--- config.mk ---
export PLATFORM = sky130hd
export DESIGN_NAME = i2s_rx_master_flat
export DESIGN_NICKNAME = d
export VERILOG_FILES = /design/src/rtl/i2s_rx_master_if.sv /design/src/rtl/i2s_rx_master.sv /design/src/flat_wrapper.sv
export SDC_FILE = /design/constraint.sdc
export NUM_CORES = 1
export LEC_CHECK = 0
export BUFFER_PORTS_ARGS = -buffer_cell sky130_fd_sc_hd__buf_2
export CORE_ASPECT_RATIO = 2
export CORE_UTILIZATION = 55
export DETAILED_ROUTE_END_ITERATION = 10
export MAX_ROUTING_LAYER = met4
export PLACE_DENSITY_LB_ADDON = 0.1
export SLEW_MARGIN = 20
export SYNTH_ARGS = -nofsm -noshare
export SYNTH_HDL_FRONTEND = slang
export SYNTH_SLANG_ARGS = --single-unit
--- constraint.sdc ---
create_clock -name clk -period 12.1 [get_ports clk]
set_input_delay 2.42 -clock clk [delete_from_list [all_inputs] [get_ports clk]]
set_output_delay 2.42 -clock clk [all_outputs]
set_load 0.01 [all_outputs]
--- src/rtl/i2s_rx_master_if.sv ---
// Pad and FIFO-side signal bundle for the I2S receive master.
// The master modport is the receiver; the slave modport is the pads/bus wrapper.
interface i2s_rx_master_if #(
    parameter int AW = 4
);
    logic          sck;
    logic          ws;
    logic          sdi;
    logic          fifo_rd;
    logic [31:0]   fifo_rdata;
    logic          fifo_rch;
    logic          fifo_empty;
    logic          fifo_full;
    logic [AW:0]   fifo_level;
    logic [AW:0]   fifo_threshold;
    logic          fifo_above;
    logic          overrun;
    logic          ovr_clr;

    modport master (
        output sck, ws, fifo_rdata, fifo_rch, fifo_empty, fifo_full,
               fifo_level, fifo_above, overrun,
        input  sdi, fifo_rd, fifo_threshold, ovr_clr
    );

    modport slave (
        input  sck, ws, fifo_rdata, fifo_rch, fifo_empty, fifo_full,
               fifo_level, fifo_above, overrun,
        output sdi, fifo_rd, fifo_threshold, ovr_clr
    );
endinterface

--- src/rtl/i2s_rx_master.sv ---
// I2S receive master: generates SCK/WS, deserialises SDI (Philips or left-justified)
// and pushes channel-tagged, sign/zero-extended samples into a show-ahead FIFO.
module i2s_rx_master #(
    parameter int AW = 4,
    parameter int PW = 8
) (
    input  logic          clk,
    input  logic          rst,
    input  logic          en_i,
    input  logic [PW-1:0] prescaler_i,
    input  logic [4:0]    slot_size_i,
    input  logic [4:0]    sample_size_i,
    input  logic          mode_i,
    input  logic [1:0]    channels_i,
    input  logic          sign_ext_i,
    i2s_rx_master_if.master bus_io
);

    localparam int          DEPTH    = 2 ** AW;
    localparam logic [AW:0] LVL_FULL = {1'b1, {AW{1'b0}}};

    logic [PW-1:0] presc_q, presc_d;
    logic          sck_q, sck_d;
    logic          ws_q, ws_d;
    logic [4:0]    bit_ctr_q, bit_ctr_d;
    logic          rise_q, rise_d;
    logic          first_q, first_d;
    logic [31:0]   shift_q, shift_d;
    logic          push_q, push_d;
    logic [31:0]   push_word_q, push_word_d;
    logic          push_ch_q, push_ch_d;

    logic [32:0]   mem [DEPTH];
    logic [AW-1:0] wr_ptr_q, wr_ptr_d;
    logic [AW-1:0] rd_ptr_q, rd_ptr_d;
    logic [AW:0]   level_q, level_d;
    logic          overrun_q, overrun_d;

    logic [4:0]    bit_pos;
    logic          bit_ch;
    logic          spill;
    logic          bit_keep;
    logic          chan_en;
    logic [31:0]   shifted;
    logic          sign_bit;
    logic [31:0]   fmt_word;

    logic          fifo_empty;
    logic          fifo_full;
    logic          rd_en;
    logic          wr_en;
    logic          ovr_set;

    // Slot ownership of the bit sampled at this rise; in Philips mode the bit at
    // bit_ctr 0 is the LSB of the slot that just ended.
    always_comb begin
        bit_pos = bit_ctr_q;
        bit_ch  = ws_q;
        if (!mode_i) begin
            if (bit_ctr_q == 5'd0) begin
                bit_pos = slot_size_i;
                bit_ch  = ~ws_q;
            end else begin
                bit_pos = bit_ctr_q - 5'd1;
            end
        end
    end

    assign spill    = !mode_i && (bit_ctr_q == 5'd0) && first_q;
    assign bit_keep = !spill && (bit_pos <= sample_size_i);
    assign chan_en  = bit_ch ? channels_i[0] : channels_i[1];
    assign shifted  = {shift_q[30:0], bus_io.sdi};
    assign sign_bit = shifted[sample_size_i];

    for (genvar gi = 0; gi < 32; gi++) begin : g_fmt
        assign fmt_word[gi] = (5'(gi) <= sample_size_i) ? shifted[gi]
                                                         : (sign_ext_i & sign_bit);
    end

    // SDI is sampled one clk after SCK is registered high, so the pin has settled.
    always_comb begin
        presc_d     = presc_q;
        sck_d       = sck_q;
        ws_d        = ws_q;
        bit_ctr_d   = bit_ctr_q;
        rise_d      = 1'b0;
        first_d     = first_q;
        shift_d     = shift_q;
        push_d      = 1'b0;
        push_word_d = push_word_q;
        push_ch_d   = push_ch_q;
        if (!en_i) begin
            presc_d   = prescaler_i;
            sck_d     = 1'b0;
            ws_d      = 1'b0;
            bit_ctr_d = 5'd0;
            first_d   = 1'b1;
            shift_d   = 32'd0;
        end else begin
            if (presc_q == '0) begin
                presc_d = prescaler_i;
                sck_d   = ~sck_q;
                rise_d  = ~sck_q;
                if (sck_q) begin
                    if (bit_ctr_q == slot_size_i) begin
                        bit_ctr_d = 5'd0;
                        ws_d      = ~ws_q;
                    end else begin
                        bit_ctr_d = bit_ctr_q + 5'd1;
                    end
                end
            end else begin
                presc_d = presc_q - 1'b1;
            end
            if (rise_q) begin
                first_d = 1'b0;
                if (bit_keep) begin
                    shift_d = shifted;
                    if (bit_pos == sample_size_i) begin
                        push_d      = chan_en;
                        push_word_d = fmt_word;
                        push_ch_d   = bit_ch;
                    end
                end
            end
        end
    end

    assign fifo_empty = (level_q == '0);
    assign fifo_full  = (level_q == LVL_FULL);
    assign rd_en      = bus_io.fifo_rd && !fifo_empty;
    assign wr_en      = push_q && (!fifo_full || rd_en);
    assign ovr_set    = push_q && fifo_full && !rd_en;

    always_comb begin
        wr_ptr_d  = wr_en ? wr_ptr_q + 1'b1 : wr_ptr_q;
        rd_ptr_d  = rd_en ? rd_ptr_q + 1'b1 : rd_ptr_q;
        level_d   = level_q;
        if (wr_en && !rd_en) begin
            level_d = level_q + 1'b1;
        end else if (!wr_en && rd_en) begin
            level_d = level_q - 1'b1;
        end
        overrun_d = overrun_q;
        if (ovr_set) begin
            overrun_d = 1'b1;
        end else if (bus_io.ovr_clr) begin
            overrun_d = 1'b0;
        end
    end

    always_ff @(posedge clk or posedge rst) begin
        if (rst) begin
            presc_q     <= '0;
            sck_q       <= 1'b0;
            ws_q        <= 1'b0;
            bit_ctr_q   <= 5'd0;
            rise_q      <= 1'b0;
            first_q     <= 1'b1;
            shift_q     <= 32'd0;
            push_q      <= 1'b0;
            push_word_q <= 32'd0;
            push_ch_q   <= 1'b0;
            wr_ptr_q    <= '0;
            rd_ptr_q    <= '0;
            level_q     <= '0;
            overrun_q   <= 1'b0;
        end else begin
            presc_q     <= presc_d;
            sck_q       <= sck_d;
            ws_q        <= ws_d;
            bit_ctr_q   <= bit_ctr_d;
            rise_q      <= rise_d;
            first_q     <= first_d;
            shift_q     <= shift_d;
            push_q      <= push_d;
            push_word_q <= push_word_d;
            push_ch_q   <= push_ch_d;
            wr_ptr_q    <= wr_ptr_d;
            rd_ptr_q    <= rd_ptr_d;
            level_q     <= level_d;
            overrun_q   <= overrun_d;
        end
    end

    always_ff @(posedge clk) begin
        if (wr_en) begin
            mem[wr_ptr_q] <= {push_ch_q, push_word_q};
        end
    end

    assign bus_io.sck        = sck_q;
    assign bus_io.ws         = ws_q;
    assign bus_io.fifo_rdata = mem[rd_ptr_q][31:0];
    assign bus_io.fifo_rch   = mem[rd_ptr_q][32];
    assign bus_io.fifo_empty = fifo_empty;
    assign bus_io.fifo_full  = fifo_full;
    assign bus_io.fifo_level = level_q;
    assign bus_io.fifo_above = (level_q > bus_io.fifo_threshold);
    assign bus_io.overrun    = overrun_q;

endmodule

--- src/flat_wrapper.sv ---
// flat-port wrapper written by rule: the top's interface ports become plain ports
module i2s_rx_master_flat 
#(
    parameter int AW = 4,
    parameter int PW = 8
)
  (clk, rst, en_i, prescaler_i, slot_size_i, sample_size_i, mode_i, channels_i, sign_ext_i, bus_io_sck, bus_io_ws, bus_io_fifo_rdata, bus_io_fifo_rch, bus_io_fifo_empty, bus_io_fifo_full, bus_io_fifo_level, bus_io_fifo_above, bus_io_overrun, bus_io_sdi, bus_io_fifo_rd, bus_io_fifo_threshold, bus_io_ovr_clr);
  i2s_rx_master_if #(.AW(AW)) bus_io_i ();
  input  logic clk;
  input  logic rst;
  input  logic en_i;
  input  logic [PW-1:0] prescaler_i;
  input  logic [4:0] slot_size_i;
  input  logic [4:0] sample_size_i;
  input  logic mode_i;
  input  logic [1:0] channels_i;
  input  logic sign_ext_i;
  output wire logic [$bits(bus_io_i.sck)-1:0] bus_io_sck;
  output wire logic [$bits(bus_io_i.ws)-1:0] bus_io_ws;
  output wire logic [$bits(bus_io_i.fifo_rdata)-1:0] bus_io_fifo_rdata;
  output wire logic [$bits(bus_io_i.fifo_rch)-1:0] bus_io_fifo_rch;
  output wire logic [$bits(bus_io_i.fifo_empty)-1:0] bus_io_fifo_empty;
  output wire logic [$bits(bus_io_i.fifo_full)-1:0] bus_io_fifo_full;
  output wire logic [$bits(bus_io_i.fifo_level)-1:0] bus_io_fifo_level;
  output wire logic [$bits(bus_io_i.fifo_above)-1:0] bus_io_fifo_above;
  output wire logic [$bits(bus_io_i.overrun)-1:0] bus_io_overrun;
  input wire logic [$bits(bus_io_i.sdi)-1:0] bus_io_sdi;
  input wire logic [$bits(bus_io_i.fifo_rd)-1:0] bus_io_fifo_rd;
  input wire logic [$bits(bus_io_i.fifo_threshold)-1:0] bus_io_fifo_threshold;
  input wire logic [$bits(bus_io_i.ovr_clr)-1:0] bus_io_ovr_clr;
  assign bus_io_sck = bus_io_i.sck;
  assign bus_io_ws = bus_io_i.ws;
  assign bus_io_fifo_rdata = bus_io_i.fifo_rdata;
  assign bus_io_fifo_rch = bus_io_i.fifo_rch;
  assign bus_io_fifo_empty = bus_io_i.fifo_empty;
  assign bus_io_fifo_full = bus_io_i.fifo_full;
  assign bus_io_fifo_level = bus_io_i.fifo_level;
  assign bus_io_fifo_above = bus_io_i.fifo_above;
  assign bus_io_overrun = bus_io_i.overrun;
  assign bus_io_i.sdi = bus_io_sdi;
  assign bus_io_i.fifo_rd = bus_io_fifo_rd;
  assign bus_io_i.fifo_threshold = bus_io_fifo_threshold;
  assign bus_io_i.ovr_clr = bus_io_ovr_clr;
  i2s_rx_master #(.AW(AW), .PW(PW)) u_core (.clk(clk), .rst(rst), .en_i(en_i), .prescaler_i(prescaler_i), .slot_size_i(slot_size_i), .sample_size_i(sample_size_i), .mode_i(mode_i), .channels_i(channels_i), .sign_ext_i(sign_ext_i), .bus_io(bus_io_i));
endmodule
==> key figures, run 1 <==
Synthesis
  – Top-count cell post-synth: edfxtp_1
  – #FFs+latches synth: 624
  – Yosys warns: 0
  – Largest area contributor in the netlist: edfxtp_1
  – Asr flop ratio synth: 15.4%
  – Post-synth EDFFs: 528
  – Sequential share of the synthesized area: 72.7%
  – Top cell type's share of synthesized area: 63.1%
  – Most common flop cell mapped by yosys: edfxtp_1
  – Synth cell types: 60
  – Mapped Nets: 1347
  – Syn_area_per_cell: 19.5 um^2
  – Ranking of synthesized cells by area: edfxtp_1 (63%), mux4_2 (15%), dfrtp_1 (9.5%), ha_1 (1.1%), a22o_1 (1.1%)
  – Synth top cells by count: edfxtp_1 (528), mux4_2 (167), dfrtp_1 (95), nand2_1 (59), nor2_1 (56)
  – Post-synthesis cell area: 0.0251 mm^2
  – Cell count after synthesis: 1290

Clock tree
  – CTS tree: done
  – CTS Buf Count: 51
  – Post-CTS setup repair buffer count: 0
  – Clock Latency Late Sink: 0.58 ns
  – CTS max path bufs: 3
  – Root buffer cell: clkbuf_16
  – CTS H-tree depth: 2
  – Sink Count: 624
  – Worst-path clk slew: 0.07 ns
  – Post-CTS Resized: 0
  – Hold Buf Count CTS: 0

Finish
  – Area grow syn2layout: 11.2%
  – Ant diodes: 0
  – Share of cells above drive strength 1: 27.5%
  – Nets: 1428
  – Final instance area: 0.0279 mm^2
  – Multi-input gate area: 0.00655 mm^2
  – Seq. cell area: 0.0183 mm^2
  – Util after Layout: 62.1%
  – Fin cells: 1972
  – Filler cells: 3091

Run
  – MaxCap Viol Count: 0

Floorplan
  – Rows: 110
  – Core Region: 0.0450 mm^2
  – Die height: 304 um
  – DIE WIDTH: 153 um
  – Io pins: 77
  – Die ar.: 0.0466 mm^2
  – Initial core utilization: 55.8%

Timing
  – Final hold vios: 0
  – Final setup viols: 0
  – Max frequency: 156 MHz
  – Final worst slack: 5.68 ns
  – Clk_skew: 0.0181 ns
  – Least-Margin Pin Slew: 0.865 ns
  – Fin crit period: 6.42 ns
  – Tcrit/Tclk final: 53.0%
  – Relative slew slack: 42.3%
  – RSZ-0062 raised after global routing: false
  – Max-slew violation count: 0
  – Setup TNS: 0 ns

Power and ir drop
  – Pwr dens: 183 mW/mm^2
  – Leakage: 0.00955 uW
  – Max VDD drop: 0.130 mV

Worst setup path
  – Worst endpoint required time: 9.68 ns
  – Setup CP Type: reg2out
  – Setup crit start kind: register
  – Max Fanout on Critical Path: 55
  – Worst r2r path cells: 13
  – Worst Path Arrival: 4.00 ns
  – Critical Path End Type: output pin

Global routing
  – First-pass GRT wire length: 83.6 mm
  – Initial antenna violation count: 1
  – Vias in the first global route: 13300
  – Maximum number of pins on one net before global-route repair: 98
  – GRT Total Usage: 25.6%
  – Grt ovf: 0

Route
  – DR iter-0 viols: 838
  – Drc violations: 0
  – Total Wirelength: 55.3 mm
  – Via count: 12300
  – DRT Pass-1 Iters: 5
  – Vias per cell: 6.26
  – Final ANT Viol Nets: 0
  – WL per Instance: 28.0 um

Place
  – Port Buf Inserts: 76
  – Post-DP HPWL: 31.3 mm
  – Pre-CTS setup slack: 6.01 ns
  – Cell Area, Placed: 0.0262 mm^2
  – Placed cell count: 1878
  – Gpl congestion: 0.871

Status
  – Status: complete, no violations

Min path
  – Worst Hold Class: reg2reg
  – Hold depth: 1
-- per-layer routing --
metal	routed length, um	share of wire [%]	global-route usage (%)
met5	0	0	-
met3	2130	3.9	2.31
met4	1840	3.3	8.74
met2	30500	55	45.6
met1	20800	38	30.4
-- flip-flops by register name, summed over array words and instances, names as in the netlist, 4 cells and up --
signal,count
u_core.bit_ctr_q,5
u_core.bus_io.fifo_level,5
u_core.mem,528
u_core.presc_q,8
u_core.push_word_q,32
u_core.rd_ptr_q,4
u_core.shift_q,31
u_core.wr_ptr_q,4
-- logic make-up (layout without fill, tap and decap cells) --
logic type / Yosys count / in the layout / share of synthesized area, %
fa+ha+maj: 24 / 24 / 1.23
xor+xnor: 23 / 23 / 0.802
mux: 188 / 188 / 15.9
compound gates: 140 / 140 / 4.01
buf+inv: 98 / 220 / 1.73
flops: 624 / 624 / 72.7
simple gates: 193 / 193 / 3.68
-- layout make-up --
type / instances / share of cell area (%)
Timing Repair Buffer: 100 / 2.07
Clock inverter: 32 / 1.10
Clock buffer: 62 / 5.10
Inverter: 26 / 0.358
Tap cell: 560 / 2.51
Sequential cell: 624 / 65.4
Multi-Input combinational cell: 568 / 23.5
-- worst paths after layout --
kind / from / endpoint / slack [ns]
worst max register to register: u_core.bit_ctr_q[0] / u_core.shift_q[19] / 8.35
worst min register to register: u_core.bus_io.sck / u_core.rise_q / 0.46
worst max-delay path: u_core.rd_ptr_q[1] / bus_io_fifo_rdata[13] / 5.68
worst min-delay path: u_core.bus_io.sck / u_core.rise_q / 0.46
min in group asynchronous: rst / u_core.bus_io.fifo_level[4] / 1.77
max in group asynchronous: rst / u_core.shift_q[17] / 9.33
-- power breakdown --
group	internal, uW	switching, uW	leakage, uW
combinational	475	475	0.00253
sequential	2330	112	0.00617
clock	952	755	0.000848
total	3760	1340	0.00955
-- critical path, stage by stage (launching register included) --
cell	delay (ns)
dfrtp_4	0.78
buf_4	0.66
buf_4	0.76
mux4_2	0.42
mux4_2	0.54
buf_2	0.17
-- placed cells by master, fill, tap and decap left out, types with 5 or more instances in the layout --
| master | Yosys | final |
|---|---|---|
| mux2_2 | 8 | 8 |
| edfxtp_1 | 528 | 528 |
| a31oi_1 | 7 | 7 |
| o21ai_1 | 9 | 9 |
| a22o_1 | 32 | 32 |
| a21oi_1 | 22 | 22 |
| buf_4 | 6 | 22 |
| nand2b_1 | 6 | 6 |
| buf_2 | 12 | 76 |
| xor2_1 | 5 | 5 |
| clkinv_1 | 0 | 10 |
| a221o_1 | 5 | 5 |
| nor2_4 | 0 | 12 |
| inv_1 | 24 | 23 |
| o21ai_0 | 30 | 30 |
| ha_1 | 23 | 23 |
| xnor2_1 | 18 | 18 |
| mux2i_1 | 13 | 13 |
| clkinv_2 | 0 | 7 |
| and3_1 | 7 | 7 |
| bufinv_16 | 0 | 5 |
| mux4_2 | 167 | 167 |
| clkbuf_1 | 36 | 6 |
| nor3_1 | 14 | 10 |
| clkbuf_16 | 0 | 56 |
| o211ai_1 | 6 | 6 |
| dfrtp_1 | 95 | 91 |
| nor2b_1 | 10 | 9 |
| nor2_1 | 56 | 44 |
| a32oi_1 | 5 | 5 |
| nand2_1 | 59 | 59 |
| nand3_1 | 12 | 12 |
-- per-stage QoR --
step           hold WS (ns)  power (uW)
6_report              0.460        5100
5_1_grt               0.493        5300
4_1_cts               0.462        5160
3_5_place_dp          0.454        3470
3_3_place_gp          0.445        3470
2_1_floorplan         0.442        3170
Note: power is estimated with default switching activity, not from simulation.
==> run 2, diff against run 1 <==
--- a/config.mk
+++ b/config.mk
@@ -5,6 +5,7 @@
 export SDC_FILE = /design/constraint.sdc
 export NUM_CORES = 1
 export LEC_CHECK = 0
+export ABC_AREA = 1
 export BUFFER_PORTS_ARGS = -buffer_cell sky130_fd_sc_hd__buf_2
 export CORE_ASPECT_RATIO = 2
 export CORE_UTILIZATION = 55
==> constraint.sdc (replaced) <==
create_clock -name clk -period 6.7 [get_ports clk]
set_input_delay 1.34 -clock clk [delete_from_list [all_inputs] [get_ports clk]]
set_output_delay 1.34 -clock clk [all_outputs]
set_load 0.01 [all_outputs]
==> run 2 against run 1 <==
Net effect: synthesized cell count rose by 62%; global-route usage increased by 2.1 points; count of clock-buffer cells in the layout down 2; total power is 110% higher; cell area up 3.5%; routed wire length is 15% higher; largest cell class unchanged; combinational power rose to 3.1 times the previous value.
==> key figures, run 2 <==
Timing
  – Max frequency: 219 MHz
  – Final setup viols: 0 (unchanged)
  – Setup TNS: 0 ns (unchanged)
  – Fin crit period: 4.57 ns
  – Tcrit/Tclk final: 68.2%
  – RSZ-0062 raised after global routing: false
  – Relative slew slack: 23.1% (-19 points)
  – Least-Margin Pin Slew: 1.15 ns (+0.289 ns)
  – Max-slew violation count: 0 (unchanged)
  – Final worst slack: 2.13 ns (-3.55 ns)
  – Final hold vios: 0 (unchanged)
  – Clk_skew: 0.0232 ns (+0.00507 ns)

Finish
  – Ant diodes: 0 (unchanged)
  – Commonest non-fill, non-tap cell in the layout: edfxtp_1
  – Most frequent cells in the layout: edfxtp_1 (528), nor2_1 (295), nand2_1 (247)
  – Largest register by flop count: u_core.mem
  – Area grow syn2layout: 11.0%
  – Nets: 2180 (+53%)
  – Largest register FFs: 528 (unchanged)
  – Biggest regs: u_core.mem: 528 flops, u_core.push_word_q: 32 flops, u_core.shift_q: 31 flops
  – Util after Layout: 62.0% (-0.093 points)
  – Share of cells above drive strength 1: 10.7% (-17 points)

Synthesis
  – Syn_area_per_cell: 12.5 um^2 (-36%)
  – Yosys warns: 0 (unchanged)
  – Cell count after synthesis: 2086 (+62%)
  – Synth cell types: 40 (-33%)
  – Ranking of synthesized cells by area: edfxtp_1 (61%), dfrtp_1 (9.1%), nor2_1 (4.5%), nand2_1 (3.6%), mux2i_1 (3.5%)
  – Synth top cells by count: edfxtp_1 (528), nor2_1 (311), nand2_1 (247), o21ai_0 (169), inv_1 (122)
  – Most common flop cell mapped by yosys: edfxtp_1
  – Mapped Nets: 2143 (+59%)
  – Top-count cell post-synth: edfxtp_1
  – Post-synthesis cell area: 0.0261 mm^2 (+3.7%)
  – Largest area contributor in the netlist: edfxtp_1
  – Post-synth EDFFs: 528 (unchanged)
  – Sequential share of the synthesized area: 70.1% (-2.6 points)
  – Asr flop ratio synth: 15.4% (unchanged)
  – #FFs+latches synth: 624 (unchanged)
  – Top cell type's share of synthesized area: 60.9% (-2.3 points)

Clock tree
  – Sink Count: 624 (unchanged)
  – Post-CTS setup repair buffer count: 0 (unchanged)
  – CTS H-tree depth: 2 (unchanged)
  – Clock Latency Late Sink: 0.60 ns (+0.02 ns)
  – Hold Buf Count CTS: 0 (unchanged)
  – CTS tree: done
  – Worst-path clk slew: 0.07 ns (about the same)
  – Post-CTS Resized: 0 (unchanged)
  – Root buffer cell: clkbuf_16
  – CTS max path bufs: 3 (unchanged)
  – CTS Buf Count: 51 (unchanged)

Route
  – DR iter-0 viols: 1303 (+55%)
  – Drc violations: 0 (unchanged)
  – DRT Pass-1 Iters: 5 (unchanged)
  – WL per Instance: 22.7 um (-19%)
  – Via count: 16500 (+34%)
  – Total Wirelength: 63.5 mm (+15%)
  – Final ANT Viol Nets: 0 (unchanged)
  – Vias per cell: 5.90 (-5.7%)

Power and ir drop
  – Comb pwr share: 28.0% (+9.4 points)
  – Int Power: 7150 uW (+90%)
  – Max VDD drop: 0.379 mV (+190%)
  – Switching power: 3490 uW (+160%)
  – Sequential share of power: 41.1% (-6.8 points)
  – Clock power frac: 30.9% (-2.6 points)
  – Pwr dens: 368 mW/mm^2 (+100%)
  – Sw Ratio: 32.8% (+6.5 points)
  – Leakage: 0.0121 uW (+27%)

Global routing
  – Grt ovf: 0 (unchanged)
  – Maximum number of pins on one net before global-route repair: 188 (+92%)
  – Initial antenna violation count: 0 (-1)
  – GRT Total Usage: 27.7% (+2.1 points)
  – Vias in the first global route: 16300 (+23%)
  – First-pass GRT wire length: 95.7 mm (+14%)

Worst setup path
  – Critical Path End Type: output pin
  – R2R Path End: u_core.push_word_q[3]
  – Worst r2r src: u_core.bit_ctr_q[0]
  – Max Fanout on Critical Path: 152 (+180%)
  – Setup crit start kind: register
  – Worst endpoint required time: 5.36 ns (-4.32 ns)
  – R2r setup slk: 2.92 ns (-5.43 ns)
  – Worst r2r path cells: 15 (+2)
  – Setup CP Type: reg2out
  – Worst Path Arrival: 3.23 ns (-0.77 ns)

Floorplan
  – DIE WIDTH: 156 um (+1.8%)
  – Rows: 112 (+1.8%)
  – Initial core utilization: 55.8% (about the same)
  – Die height: 310 um (+1.8%)
  – Io pins: 77 (unchanged)
  – Die ar.: 0.0483 mm^2 (+3.7%)
  – Core Region: 0.0467 mm^2 (+3.7%)

Place
  – Pre-CTS setup slack: 2.28 ns (-3.72 ns)
  – Post-DP HPWL: 35.8 mm (+14%)
  – Port Buf Inserts: 76 (unchanged)
  – Gpl congestion: 0.947 (+8.8%)

Min path
  – Hold depth: 1 (unchanged)
  – Worst Hold Launch: u_core.rise_q
  – Worst Hold Class: reg2reg
  – Min-Delay Endpoint: u_core.first_q

Run
  – MaxCap Viol Count: 0 (unchanged)

Status
  – Status: complete, no violations
run 2: cell count changes after synthesis, moves of 32 or more:
| cell | change |
|---|---|
| a21oi_1 | +35 |
| a22o_1 | -32 |
| inv_1 | +98 |
| mux2i_1 | +78 |
| mux4_2 | -167 |
| nand2_1 | +188 |
| nand3_1 | +52 |
| nor2_1 | +255 |
| o21ai_0 | +139 |
| o221ai_1 | +91 |
| o32ai_1 | +35 |
run 2: worst max-delay path: stages (launching register included):
cell      delay [ns]
dfrtp_4         0.86
buf_12          0.55
o21ai_0         0.21
o221ai_1        0.28
o211ai_1        0.15
nand2_1         0.26
buf_2           0.19
run 2: how the worst max path moves through the flow:
stage,endpoint,from
after detailed placement,u_core.push_word_q[3],mode_i
after floorplan,u_core.bit_ctr_q[0],rst
after global routing,bus_io_fifo_rdata[30],u_core.rd_ptr_q[0]
final,bus_io_fifo_rdata[8],u_core.rd_ptr_q[1]
after global placement,u_core.push_word_q[1],mode_i
after CTS,bus_io_fifo_rdata[8],u_core.rd_ptr_q[2]
run 2: metrics by stage:
stage | instance area [um^2] | hold WS, ns | instances | total power [uW]
final | 28900 | 0.431 | 2793 | 10600
after global routing | 28900 | 0.471 | 2793 | 11100
after CTS | 28900 | 0.443 | 2793 | 10700
after detailed placement | 27100 | 0.427 | 2697 | 7450
after global placement | 27100 | 0.419 | 2697 | 7380
after floorplan | 26100 | 0.402 | 2086 | 6510
run 2: cell families after synthesis:
group,share of synthesized area [%]
and+or+nand+nor,9.97
muxes,3.54
xor gates and xnor gates,0.706
buffers and inverters,4.03
AOI/OAI and AO/OA,10.5
adders and majority gates,1.18
DFF,70.1
run 2: area by class of cell:
class                           instances  area [um^2]
Clock buffer                           60         1360
Fill cell                            3602        17800
Timing Repair Buffer                  104          616
Multi-Input combinational cell       1206         6860
Inverter                              136          518
Tap cell                              627          785
Clock inverter                         36          500
Sequential cell                       624        18300
run 2: power groups by stage:
stage               Sequential [uW]  Combinational [uW]  Clock [uW]
finish                         4380                2980        3290
CTS                            4370                3010        3340
global placement               4460                2930           0
detailed placement             4460                2990           0
floorplan                      4340                2170           0
global route                   4390                3280        3470
run 2: metal layers:
| layer | track usage (%) | routed length, um | vias to the layer above |
|---|---|---|---|
| met5 | - | 0 | - |
| met4 | 11.2 | 2450 | 0 |
| met3 | 2.42 | 3160 | 135 |
| met2 | 50.0 | 34100 | 520 |
| met1 | 31.4 | 23700 | 8180 |
| li1 | - | - | 7654 |
